## config.mk

```make
export PLATFORM = sky130hd
export DESIGN_NAME = tx_scheduler
export DESIGN_NICKNAME = d
export VERILOG_FILES = /design/src/rtl/tx_scheduler.sv
export SDC_FILE = /design/constraint.sdc
export NUM_CORES = 1
export LEC_CHECK = 0
export CORE_AREA = 4 4 174 176
export CTS_CLUSTER_SIZE = 14
export DETAILED_ROUTE_END_ITERATION = 7
export DIE_AREA = 0 0 178 180
export GPL_ROUTABILITY_DRIVEN = 0
export PLACE_DENSITY = 0.69
export SKIP_LAST_GASP = 1
export SLEW_MARGIN = 25
export SYNTH_ARGS = -nofsm -noshare
export SYNTH_HDL_FRONTEND = slang
export SYNTH_SLANG_ARGS = --single-unit
```

## constraint.sdc

```tcl
create_clock -name clk -period 4.6 [get_ports clk]
set_input_delay 0.46 -clock clk [delete_from_list [all_inputs] [get_ports clk]]
set_output_delay 0.46 -clock clk [all_outputs]
set_load 0.05 [all_outputs]
```

## src/rtl/tx_scheduler.sv

```systemverilog
// Round-robin transmit scheduler feeding one payload burst at a time into network_stack.
// Define TX_SCHED_PRIORITY_EN to give requester 0 strict priority over the others.
module tx_scheduler #(
   parameter int unsigned NREQ          = 4,
   parameter int unsigned DATA_SIZE     = 16,
   parameter int unsigned MAX_WORDS     = 32,
   parameter int unsigned START_TIMEOUT = 1024,
   parameter int unsigned HOLDOFF       = 64
) (
   input  logic                      clk,
   input  logic                      rst,
   input  logic [NREQ-1:0]           req,
   input  logic [NREQ*8-1:0]         req_len,
   input  logic [NREQ*32-1:0]        req_dst_ip,
   input  logic [NREQ*16-1:0]        req_src_port,
   input  logic [NREQ*16-1:0]        req_dst_port,
   input  logic [NREQ*DATA_SIZE-1:0] src_data,
   output logic [NREQ-1:0]           src_rd,
   output logic [NREQ-1:0]           grant,
   output logic [NREQ-1:0]           done,
   output logic [NREQ-1:0]           err,
   output logic                      stack_axiiv,
   output logic [DATA_SIZE-1:0]      stack_axiid,
   output logic [31:0]               stack_dst_ip,
   output logic [15:0]               stack_src_port,
   output logic [15:0]               stack_dst_port,
   input  logic                      eth_txen,
   output logic                      busy
);

   localparam int unsigned IW = (NREQ > 1) ? $clog2(NREQ) : 1;
   localparam int unsigned CW = 16;
   localparam logic [CW-1:0] TO_LAST = CW'(START_TIMEOUT - 1);
   localparam logic [CW-1:0] HO_LAST = CW'(HOLDOFF - 1);

   typedef enum logic [2:0] {
      StIdle, StGrant, StStream, StWaitStart, StWaitDone, StHoldoff
   } state_t;

   state_t               state_q;
   logic [IW-1:0]        sel_q, last_q, next_last;
   logic [7:0]           len_q;
   logic [CW-1:0]        cnt_q;

   logic [IW-1:0]        pick, idx;
   logic                 pick_vld;
   logic [NREQ-1:0]      rr_req;
   logic [7:0]           cur_len;
   logic [DATA_SIZE-1:0] cur_data;
   logic [31:0]          cur_ip;
   logic [15:0]          cur_sport, cur_dport;

   assign busy = (state_q != StIdle);

   // Round-robin search from last_q+1; the lowest offset with a request wins.
   always_comb begin
      rr_req   = req;
`ifdef TX_SCHED_PRIORITY_EN
      rr_req[0] = 1'b0;
`endif
      pick     = '0;
      pick_vld = 1'b0;
      idx      = '0;
      for (int off = int'(NREQ); off >= 1; off--) begin
         idx = IW'((int'(last_q) + off) % int'(NREQ));
         if (rr_req[idx]) begin
            pick     = idx;
            pick_vld = 1'b1;
         end
      end
`ifdef TX_SCHED_PRIORITY_EN
      if (req[0]) begin
         pick     = '0;
         pick_vld = 1'b1;
      end
`endif
   end

   // Requester 0 grants leave the round-robin pointer of the others untouched.
`ifdef TX_SCHED_PRIORITY_EN
   assign next_last = (sel_q != '0) ? sel_q : last_q;
`else
   assign next_last = sel_q;
`endif

   always_comb begin
      cur_len   = '0;
      cur_data  = '0;
      cur_ip    = '0;
      cur_sport = '0;
      cur_dport = '0;
      for (int i = 0; i < int'(NREQ); i++) begin
         if (sel_q == IW'(i)) begin
            cur_len   = req_len[i*8 +: 8];
            cur_data  = src_data[i*DATA_SIZE +: DATA_SIZE];
            cur_ip    = req_dst_ip[i*32 +: 32];
            cur_sport = req_src_port[i*16 +: 16];
            cur_dport = req_dst_port[i*16 +: 16];
         end
      end
   end

   always_ff @(posedge clk) begin
      if (rst) begin
         state_q        <= StIdle;
         sel_q          <= '0;
         last_q         <= IW'(NREQ - 1);
         len_q          <= '0;
         cnt_q          <= '0;
         src_rd         <= '0;
         grant          <= '0;
         done           <= '0;
         err            <= '0;
         stack_axiiv    <= 1'b0;
         stack_axiid    <= '0;
         stack_dst_ip   <= '0;
         stack_src_port <= '0;
         stack_dst_port <= '0;
      end else begin
         done <= '0;
         err  <= '0;
         unique case (state_q)
            StIdle: begin
               if (pick_vld) begin
                  sel_q   <= pick;
                  grant   <= NREQ'(1) << pick;
                  state_q <= StGrant;
               end
            end
            StGrant: begin
               if (cur_len == 8'd0 || cur_len > 8'(MAX_WORDS)) begin
                  err     <= grant;
                  grant   <= '0;
                  last_q  <= next_last;
                  state_q <= StIdle;
               end else begin
                  len_q          <= cur_len;
                  stack_dst_ip   <= cur_ip;
                  stack_src_port <= cur_sport;
                  stack_dst_port <= cur_dport;
                  src_rd         <= grant;
                  cnt_q          <= '0;
                  state_q        <= StStream;
               end
            end
            StStream: begin
               stack_axiid <= cur_data;
               stack_axiiv <= 1'b1;
               if (cnt_q == {{(CW-8){1'b0}}, len_q - 8'd1}) begin
                  src_rd  <= '0;
                  cnt_q   <= '0;
                  state_q <= StWaitStart;
               end else begin
                  cnt_q <= cnt_q + 1'b1;
               end
            end
            StWaitStart: begin
               stack_axiiv <= 1'b0;
               if (eth_txen) begin
                  cnt_q   <= '0;
                  state_q <= StWaitDone;
               end else if (cnt_q == TO_LAST) begin
                  err     <= grant;
                  cnt_q   <= '0;
                  state_q <= StHoldoff;
               end else begin
                  cnt_q <= cnt_q + 1'b1;
               end
            end
            StWaitDone: begin
               if (!eth_txen) begin
                  done    <= grant;
                  cnt_q   <= '0;
                  state_q <= StHoldoff;
               end
            end
            StHoldoff: begin
               if (cnt_q == HO_LAST) begin
                  grant   <= '0;
                  last_q  <= next_last;
                  cnt_q   <= '0;
                  state_q <= StIdle;
               end else begin
                  cnt_q <= cnt_q + 1'b1;
               end
            end
            default: state_q <= StIdle;
         endcase
      end
   end

endmodule

```

After elaboration in Yosys (flattened, before gate mapping)
Cells that the tools add are included.

Add/subtract/negate cells: 6. $lt $le $gt $ge: 5. Equal/unequal tests: 18. Shifts and indexed selects: 1. Mux-type cells: 66. Bitwise operators: 2. Reduce and logical (&&, ||, !) cells: 18.

Operators by type and width (count): 16-bit 2-to-1 mux (18); 32-bit 2-to-1 mux (4); 16-bit case mux with 5 select lines (1); 4-bit 2-to-1 mux (8); 8-bit 2-to-1 mux (4); 3-bit 2-to-1 mux (6); 3-bit case mux with 6 select lines (1); 16-bit by 1-bit adder with 16-bit output (second input constant) (1); 16-bit by 10-bit equality test with 1-bit output (second input constant) (1); 16-bit by 6-bit equality test with 1-bit output (second input constant) (1); 16-bit by 8-bit equality test with 1-bit output (1); 4-bit case mux with 2 select lines (2); 2-bit 2-to-1 mux (7); 2-bit by 3-bit < comparator with 1-bit output (second input constant) (4); 2-bit inequality test (second input constant) (6); 4-bit case mux with 3 select lines (1); 3-bit AND reduction (3); 1-bit binary-select mux with 2-bit select (4); 8-bit by 6-bit > comparator with 1-bit output (second input constant) (1); 8-bit zero test (1); 1-bit 2-to-1 mux (8); 8-bit by 1-bit subtractor with 8-bit output (second input constant) (1); 3-bit by 2-bit equality test with 1-bit output (second input constant) (2); 3-bit equality test (second input constant) (2); 20 further kinds (28).

Register bits after elaboration: 128. Input port bits: 359. Output and inout bits: 98.

Longest topological paths before layout
Depth after elaboration: 10. Mapped depth: 10. Mapped depth without buffers: 9.

Worst setup path before layout
No wires, ideal clock.

Kind: reg-to-reg. Start: register sel_q[0] (netlist: next_last[0]). End: register grant[0]. Setup time: 0.128 ns. Data arrival time: 2.666 ns. Setup slack: 1.806 ns. Cell stages (with the launch flop): 9. Path buffers: 1. Period minus slack after synthesis: 2.794 ns. Cells stage by stage: dfxtp_1 -> buf_6 -> mux4_2 -> or4_4 -> nor2_8 -> mux2_4 -> nor4_4 -> mux2i_1 -> nor2_1.

Word-level cells in the longest chain between the ends: 9. Elaborated cells on any way between the ends: 13.

Ends and longest elaborated chain: from (decl) (line 41) `logic [IW-1:0] sel_q, last_q, next_last;`; from (signal assigned) (line 125) `sel_q <= pick;`; 2-bit zero test (line 93) `if (sel_q == IW'(i)) begin`; 8-bit 2-to-1 mux (3 in a row) (line 93); 8-bit 2-to-1 mux (*) (line 93); 8-bit by 6-bit > comparator with 1-bit output or 8-bit zero test (tied branches) (line 131) `if (cur_len == 8'd0 || cur_len > 8'(MAX_WORDS)) begin`; 1-bit logical OR (*) (line 131); 2-bit inequality test (no source line) (*); 4-bit AND reduction (no source line) (*); to (signal assigned) (line 126) `grant <= NREQ'(1) << pick;`; to (decl) (line 19) `output logic [NREQ-1:0] grant,`.

Every way passes the cells marked *; elsewhere a longest branch is shown, timed or not. A chain may end at the register's enable or synchronous reset.

Worst setup path in the final report
Start: register sel_q[1] (netlist: next_last[1]). End: register stack_dst_ip[16].

Word-level cells in the longest chain between the ends: 9. Elaborated cells on any way between the ends: 17.

Ends and longest elaborated chain: 2-bit zero test (line 93); 8-bit 2-to-1 mux (4 in a row) (line 93); 8-bit by 6-bit > comparator with 1-bit output or 8-bit zero test (tied branches) (line 131); 1-bit logical OR (line 131); 1-bit inverter (no source line); 2-bit AND reduction (no source line); to (signal assigned) (line 138) `stack_dst_ip <= cur_ip;`; to (decl) (line 24) `output logic [31:0] stack_dst_ip,`.

Parallel ways exist; a longest one is shown, timed or not.

==> qor.csv <==
metric,value,unit
clk sink count,128,
Synth Instances,790,
Synth Area in Adders,0.4747,%
routed len/inst,19.58,µm
most frequent cells in the layout,"455 x clkdlybuf4s50_1, 142 x nand2_1, 126 x dfxtp_1",
Die ar.,0.03204,mm²
"Core Util, Final",46.27,%
Initial Utilization,27.62,%
Sw Ratio,31.58,%
"most common cell after layout, fill and taps aside",clkdlybuf4s50_1,
Synth Area in Compound Gates,13.72,%
core area,0.02863,mm²
CTS Buf Count,17,
Worst Path Arrival,3.96,ns
"Async S/R FF share, synth",0,%
Max VDD drop,0.2377,mV
final clock skew,0.009841,ns
Worst-path clk slew,0.06,ns
I/O pin count,457,
Resized cells post-CTS,0,
Total GRT Usage,18.99,%
First-pass DRT Iterations,5,
DRT antenna net count,0,
clock group share of total power,33.3,%
"Seq/Total Area, Yosys",32.41,%
Setup-failing EPs final,0,
final worst hold slack,0.4544,ns
Die Span X,178,µm
Area Overhead vs Synth,67.48,%
initial antenna violation count,4,
Clock Path Buffers,2,
synthesized area,0.007908,mm²
flip-flop and latch count after synthesis,128,
Synth Flop Type,dfxtp_1,
Slew HR,35.84,%
critical path class,reg2reg,
endpoint type of the worst setup path,flop,
DR vias,7854,
combinational share of power,35.3,%
status,completed,
internal power,0.002748,W
CTS tree,yes,
gr ovfl total,0,
post-route cell area,0.01324,mm²
Mapped Avg Cell Area,10.01,µm²
routed wire length,31560,µm
CP required,4.93,ns
switching power,0.001268,W
hold buffers post-CTS,0,
number of flops mapped to enable cells by yosys,0,
Hold Path Class,reg2reg,
Port Buf Inserts,456,
CP Max Fanout,47,
Die Y,180,µm
DP HPWL,25310,µm
setup bufs post-CTS,0,
Worst Tran Pin Value,0.9624,ns
Post-Place Cell Area,0.01265,mm²
sequential power share,31.4,%
Synth Area in Simple Gates,20.65,%
TNS Setup,0,ns
Layout Nets,1573,
fmax,0.2759,GHz
Synth Area in XOR/XNOR,1.218,%
DRT iter0 DRCs,377,
max_cap viols,0,
final hold vios,0,
Max Slew Vio Count,0,
library cells used by synthesis,61,
Leak,4.381,nW
H-Tree Depth,4,
CTS root buf,clkbuf_16,
startpoint types,flop,
post-layout minimum cycle time,3.624,ns
share of cells above drive strength 1,21.24,%
vias in the first global route,8128,
YS warnings,0,
std cell rows,62,
pin count of the biggest net entering global routing,70,
clock latency on the worst-skew pair,0.41,ns
largest family of logic cells by synthesized area,multiplexers,
first-pass GRT wire length,46860,µm
DR vias/cell,4.872,
pwr/cell area,303.2,mW/mm²
Final Cycle Share,78.78,%
DRC viols,0,
RSZ-0062 raised after global routing,no,
Mapped Nets,1152,
mux share of post-synthesis cell area,26.12,%
layer usage:
metal / vias up / global-route usage, % / wire, µm
met5: - / 0 / 0
met4: 0 / 6.528 / 852
met3: 42 / 4.916 / 1931
met2: 291 / 33.44 / 16470
met1: 3786 / 22.24 / 12310
li1: 3735 / - / -
synthesized netlist by cell type, drive strengths merged (4+ instances only):
cell type  instances  area, µm²
xor2               6      52.55
or4                4      33.78
mux4              86       1937
dfxtp            128       2562
nor3               5      25.02
and3               5      31.28
a21oi             94      695.7
clkbuf            33      123.9
nand4              7      43.79
o21ai              9      56.30
nand3             25      125.1
nand3b             6      45.04
buf               30      259.0
or3                6      37.54
xnor2              5      43.79
inv               11      41.29
mux2i             11      113.9
a31oi             12      81.33
nor2b              5      31.28
nand2            203      919.6
nor2              46      188.9
a22oi              4      30.03
o211ai             4      30.03
and2               4      25.02
o221ai             5      43.79
or2                4      25.02
sequential cells by signal, indices dropped and copies added, names as in the netlist, 3 cells and up:
name            count
len_q               8
stack_axiid        16
done                4
stack_dst_port     16
stack_dst_ip       32
state_q             3
cnt_q              16
src_rd              4
grant               4
stack_src_port     16
err                 4
area by class of cell:
cell class                      instances  area [µm²]
Fill cell                            2673       15380
Multi-Input combinational cell        587        4928
Timing Repair Buffer                  465        4629
Sequential cell                       128        2570
Tap cell                              384       480.5
Clock buffer                           21       440.4
Clock inverter                         11       140.1
Inverter                               12       45.04
Antenna cell                            4       10.01
power by group through the flow:
stage	Clock, W	Sequential, W	Combinational (W)
2_1_floorplan	0	0.00142	0.000742
4_1_cts	0.00138	0.00126	0.00143
3_3_place_gp	0	0.00128	0.00142
6_report	0.00134	0.00126	0.00142
3_5_place_dp	0	0.00128	0.00143
5_1_grt	0.00142	0.00127	0.00151
critical path, cell delays in order, from the launching register on:
cell	delay, ns
dfxtp_4	0.75
mux4_2	0.46
or4_4	0.58
nor2_8	0.16
mux2_4	0.61
buf_4	0.59
nand2_1	0.10
a21oi_1	0.15
through the flow:
step	total power (W)	setup slack [ns]	cells
finish	0.004016	0.9760	1612
global route	0.004198	0.8039	1612
CTS	0.004070	0.9632	1608
detailed placement	0.002711	0.8280	1576
global placement	0.002701	0.8460	1576
floorplan	0.002158	1.806	790
kinds of logic after synthesis:
kind of cell	Yosys count
AOI/OAI and AO/OA	144
DFF	128
adders and majority gates	3
and+or+nand+nor	331
xor gates and xnor gates	11
buffers and inverters	75
muxes	98
final timing paths:
| check | start | endpoint | slack (ns) | cells past startpoint |
|---|---|---|---|---|
| setup / recovery | next_last[1] | stack_dst_ip[16] | 0.98 | 7 |
| hold / removal | stack_axiid[9] | stack_axiid[9] | 0.45 | 2 |
| setup reg to reg | next_last[1] | stack_dst_ip[16] | 0.98 | 7 |
| hold reg to reg | stack_axiid[9] | stack_axiid[9] | 0.45 | 2 |
No activity file was read; power rests on OpenSTA's default activity.
